[src/rtl/diff_sq_pipe.sv]
// Three-stage streaming engine computing (a^2-b^2)^2, |a^2-b^2| or a^2+b^2 per transaction.
// Define DIFF_SQ_ACC_EN to add a running accumulator of emitted results (acc_clr / acc_out).
module diff_sq_pipe #(
  parameter int W     = 3,
  parameter int OUT_W = 4*W
`ifdef DIFF_SQ_ACC_EN
  ,
  parameter int ACC_W = 4*W+4
`endif
) (
  input  logic             clk,
  input  logic             rst,
  input  logic             in_valid,
  output logic             in_ready,
  input  logic [W-1:0]     a_in,
  input  logic [W-1:0]     b_in,
  input  logic [1:0]       mode,
  output logic             out_valid,
  input  logic             out_ready,
  output logic [OUT_W-1:0] out_data,
  output logic             out_neg
`ifdef DIFF_SQ_ACC_EN
  ,
  input  logic             acc_clr,
  output logic [ACC_W-1:0] acc_out
`endif
);

  localparam int SQ_W  = 2*W;
  localparam int SUM_W = 2*W+1;

  typedef enum logic [1:0] {
    MODE_DSQ = 2'b00,
    MODE_ABS = 2'b01,
    MODE_SUM = 2'b10,
    MODE_RSV = 2'b11
  } mode_e;

  // Stage registers
  logic             r1_valid, r2_valid, r3_valid;
  logic [SQ_W-1:0]  r1_a2, r1_b2;
  mode_e            r1_mode, r2_mode;
  logic             r1_neg, r2_neg, r3_neg;
  logic [SQ_W-1:0]  r2_d;
  logic [SUM_W-1:0] r2_s;
  logic [OUT_W-1:0] r3_data;

  // Combinational datapath and ready chain
  logic             w_ld1, w_ld2, w_ld3;
  logic [SQ_W-1:0]  w_a_ext, w_b_ext, w_a2, w_b2;
  logic [OUT_W-1:0] w_d_ext, w_res;

  // Each stage loads when empty or when its current content moves on this cycle.
  assign w_ld3    = !r3_valid || out_ready;
  assign w_ld2    = !r2_valid || w_ld3;
  assign w_ld1    = !r1_valid || w_ld2;
  assign in_ready = w_ld1;

  assign w_a_ext = SQ_W'(a_in);
  assign w_b_ext = SQ_W'(b_in);
  assign w_a2    = w_a_ext * w_a_ext;
  assign w_b2    = w_b_ext * w_b_ext;
  assign w_d_ext = OUT_W'(r2_d);

  always_comb begin
    w_res = '0;
    case (r2_mode)
      MODE_DSQ: w_res = w_d_ext * w_d_ext;
      MODE_ABS: w_res = w_d_ext;
      MODE_SUM: w_res = OUT_W'(r2_s);
      default:  w_res = '0;
    endcase
  end

  always_ff @(posedge clk) begin
    if (rst) begin
      r1_valid <= 1'b0;
      r2_valid <= 1'b0;
      r3_valid <= 1'b0;
      r3_data  <= '0;
      r3_neg   <= 1'b0;
    end else begin
      if (w_ld1) r1_valid <= in_valid;
      if (w_ld2) r2_valid <= r1_valid;
      if (w_ld3) begin
        r3_valid <= r2_valid;
        if (r2_valid) begin
          r3_data <= w_res;
          r3_neg  <= r2_neg;
        end
      end
    end
  end

  // NOTE: S1/S2 payload has no reset; the valid bits alone decide whether it is meaningful.
  always_ff @(posedge clk) begin
    if (w_ld1 && in_valid) begin
      r1_a2   <= w_a2;
      r1_b2   <= w_b2;
      r1_mode <= mode_e'(mode);
      r1_neg  <= (a_in < b_in);
    end
    if (w_ld2 && r1_valid) begin
      r2_d    <= r1_neg ? (r1_b2 - r1_a2) : (r1_a2 - r1_b2);
      r2_s    <= SUM_W'(r1_a2) + SUM_W'(r1_b2);
      r2_mode <= r1_mode;
      r2_neg  <= r1_neg;
    end
  end

  assign out_valid = r3_valid;
  assign out_data  = r3_data;
  assign out_neg   = r3_neg;

`ifdef DIFF_SQ_ACC_EN
  logic w_out_fire;
  assign w_out_fire = r3_valid && out_ready;

  // Clear takes priority over the running sum, but a coincident result is still added.
  always_ff @(posedge clk) begin
    if (rst) begin
      acc_out <= '0;
    end else if (acc_clr) begin
      acc_out <= w_out_fire ? ACC_W'(r3_data) : '0;
    end else if (w_out_fire) begin
      acc_out <= acc_out + ACC_W'(r3_data);
    end
  end
`endif

endmodule

[config.mk]
export PLATFORM = sky130hd
export DESIGN_NAME = diff_sq_pipe
export DESIGN_NICKNAME = d
export VERILOG_FILES = /design/src/rtl/diff_sq_pipe.sv
export SDC_FILE = /design/constraint.sdc
export NUM_CORES = 1
export LEC_CHECK = 0
export ABC_AREA = 1
export CAP_MARGIN = 30
export CORE_ASPECT_RATIO = 1.75
export CORE_MARGIN = 10
export CORE_UTILIZATION = 50
export CTS_CLUSTER_DIAMETER = 80
export DETAILED_ROUTE_END_ITERATION = 6
export PLACE_DENSITY = 0.71
export SLEW_MARGIN = 20
export SYNTH_ARGS = -nofsm -noshare
export SYNTH_HDL_FRONTEND = slang
export SYNTH_SLANG_ARGS = --single-unit
[constraint.sdc]
create_clock -name clk -period 4.38 [get_ports clk]
set_input_delay 0.876 -clock clk [delete_from_list [all_inputs] [get_ports clk]]
set_output_delay 0.876 -clock clk [all_outputs]
set_load 0.02 [all_outputs]
==> run metrics <==
outcome=completed; Vias/cell=4.87; Fmax=294 MHz; Synth Instances=359; end point of the critical path=out_data[7]$_SDFFE_PP0P_; CP most frequent cell=nand2_1; core box area=5930 um^2; critical path depth=14; Syn-to-layout area delta=13.7%; Mapped Nets=414; slowest stage delay, CP=540 ps; Synth async-reset ratio=0; Routed wire per std cell=12.9 um; hold_buf cts=0; Post-Synthesis Cell Area=3050 um^2; antenna cell count=0; register area share after synthesis=0.381; maximum vdd drop=0.255 mV; Tightest Hold Check Type=reg -> reg; die height=123 um; clk_lat worst skew=290 ps; chip width=79.0 um; Total Routing Usage GR=0.130; worst path cell trace=nand2_1 > inv_1 > fa_1 > inv_1 > fa_1 > fa_1 > inv_1 > ha_1 > nand2_1 > nand2_1 > nand2_1 > xnor2_1 > nand2_1 > a21oi_1; Fin Setup TNS=0 ps; CP required=4600 ps; CP Max Fanout=7; Crit Reg-Reg Startpoint=r2_s[0]$_DFFE_PP_; Leak=1.74 nW; First-pass DRT Iterations=4; crit share post-route=0.776; DR vias=2268; RePlAce Congestion=0.805; clk root buf=clkbuf_8; largest family of logic cells by synthesized area=adder cells; Setup Skew=5.64 ps; Worst Max-Slew Pin Slew=547 ps; startpoint class of the critical path=flop; CTS tree=yes; slowest CP cell=fa_1; WS Path Type=reg -> reg; post-CTS sizing=0; Adder-Cell Fraction of Synth Area=0.201; Synth Area in Simple Gates=0.194; H-tree depth=2; dpl cells=458; number of port buffers=26; I/O pins=27; Bufs and invs on worst path=3; most common flop cell mapped by yosys=edfxtp_1; Initial Util=0.515; Num Clock Sinks=44; synthesis-stage register bit count=44; residual DRC count=0; FF-to-FF End=out_data[7]$_SDFFE_PP0P_; synth unique cells=38; DR iter-0 viols=92; Max clock buf depth=2; Total Power=1.13 mW; Reg2Reg Depth=14; hold path depth=0; Max Slew Vio Count=0; Avg Cell Area, Syn=8.50 um^2; grt ovf=0; first-pass GRT wire length=10200 um; post-synthesis xor/xnor area fraction=0.0316; largest net degree at the start of global routing=17; Row Count=37; HPWL Detailed=5110 um; reg2reg setup slack=980 ps; most frequent cells in the layout=nand2_1, inv_1, ha_1; post-route minimum period=3400 ps; Pwr Density=325 nW/um^2; layout cell share with drive strength beyond 1=0.0722; initial antenna violation count=0; Final Hold Viols=0; Post-CTS Repair Setup Buffers=0; vias in the first global route=2354; RSZ-0062 raised after global routing=no; Layout Utilization=0.585; Critical Path End Type=flop; fin nets=442; Final Setup Violations=0; post-route ant nets=0; die area=9750 um^2; FILL cells=577; mux cell area share after synthesis=0.00328; most common cell after layout, fill and taps aside=nand2_1; max-cap viol count=0; relative slew slack=0.634; Synth Area in Compound Gates=0.0816; Post-synth EDFFs=28; Layout Cells excl Fill=466; CTS buffer count=5; hold_ws=438 ps; crit path from=r2_s[0]$_DFFE_PP_; routed wire length=6000 um; CP delay by family, top=adder cells; Synth Warn #=0; Arr. time, crit path=3620 ps; clock slew at reported path FFs=80 ps
[flip-flops by register name, summed over array words and instances, names as in the netlist, 2 cells and up]
name      flops
out_data     12
r2_s          7
r1_a2         5
r1_b2         5
r2_d          5
r1_mode       2
r2_mode       2
[layout make-up]
type | instances | area [um^2] | area share
Clock inverter | 3 | 18.8 | 0.00541
Sequential cell | 44 | 1160 | 0.335
Tap cell | 78 | 97.6 | 0.0281
Timing Repair Buffer | 26 | 260 | 0.0751
Multi-Input combinational cell | 231 | 1560 | 0.451
Clock buffer | 5 | 68.8 | 0.0198
Inverter | 79 | 297 | 0.0855
[stage by stage]
stage / setup slack, ps / instance area, um^2
finish: 983 / 3470
global route: 736 / 3470
CTS: 972 / 3470
detailed placement: 985 / 3380
global placement: 1040 / 3380
floorplan: 1180 / 3050
[power by group]
group | internal (mW) | switching, mW
sequential | 0.472 | 0.0217
combinational | 0.163 | 0.226
clock | 0.110 | 0.136
[routing by layer]
| metal | vias to the layer above | global-route usage | wire (um) |
|---|---|---|---|
| met5 | - | 0 | 0 |
| met4 | 0 | 0.0574 | 141 |
| met3 | 10 | 0.0254 | 159 |
| met2 | 35 | 0.289 | 3780 |
| met1 | 1050 | 0.0957 | 1920 |
| li1 | 1173 | - | - |
[synthesized netlist by cell type, types with 2 or more instances]
library cell | number | share of area
clkbuf_1 | 2 | 0.0025
a21oi_2 | 3 | 0.0086
nand3_1 | 10 | 0.016
edfxtp_1 | 28 | 0.28
nand2_4 | 3 | 0.011
inv_2 | 3 | 0.0037
o21ai_0 | 4 | 0.0066
o21ai_1 | 4 | 0.0066
nand2_1 | 99 | 0.12
inv_1 | 76 | 0.094
buf_2 | 2 | 0.0033
nand3b_1 | 3 | 0.0074
xnor2_1 | 6 | 0.017
xor2_1 | 5 | 0.014
ha_1 | 33 | 0.14
o211ai_2 | 2 | 0.0082
nor2_1 | 13 | 0.016
fa_1 | 10 | 0.066
a21oi_1 | 19 | 0.031
dfxtp_1 | 16 | 0.11
[worst min path at each step]
stage                         start                   end  slack, ps
3_3_place_gp   r1_mode[1]$_DFFE_PP_  r2_mode[1]$_DFFE_PP_        430
3_5_place_dp   r1_mode[0]$_DFFE_PP_  r2_mode[0]$_DFFE_PP_        430
2_1_floorplan  r1_mode[0]$_DFFE_PP_  r2_mode[0]$_DFFE_PP_        400
4_1_cts        r1_mode[0]$_DFFE_PP_  r2_mode[0]$_DFFE_PP_        450
5_1_grt        r1_mode[0]$_DFFE_PP_  r2_mode[0]$_DFFE_PP_        450
6_report       r1_mode[0]$_DFFE_PP_  r2_mode[0]$_DFFE_PP_        440
[cell families (layout without fill, tap and decap cells)]
logic type               count (synthesis)  count (layout)
AND/OR/NAND/NOR                        136             136
buffers and inverters                   84             113
flip-flops                              44              44
adder cells (fa/ha/maj)                 43              43
AO/OA/AOI/OAI                           39              39
XOR/XNOR                                11              11
other                                    1               1
multiplexers                             1               1
[worst register-to-register path, stage by stage (launching register included)]
cell	delay, ps
edfxtp_1	490
nand2_1	110
inv_1	60
fa_1	530
inv_1	70
fa_1	510
fa_1	540
inv_1	40
ha_1	300
nand2_1	80
nand2_1	140
nand2_1	80
xnor2_1	160
nand2_1	90
a21oi_1	120
(Power assumes the default switching activity.)
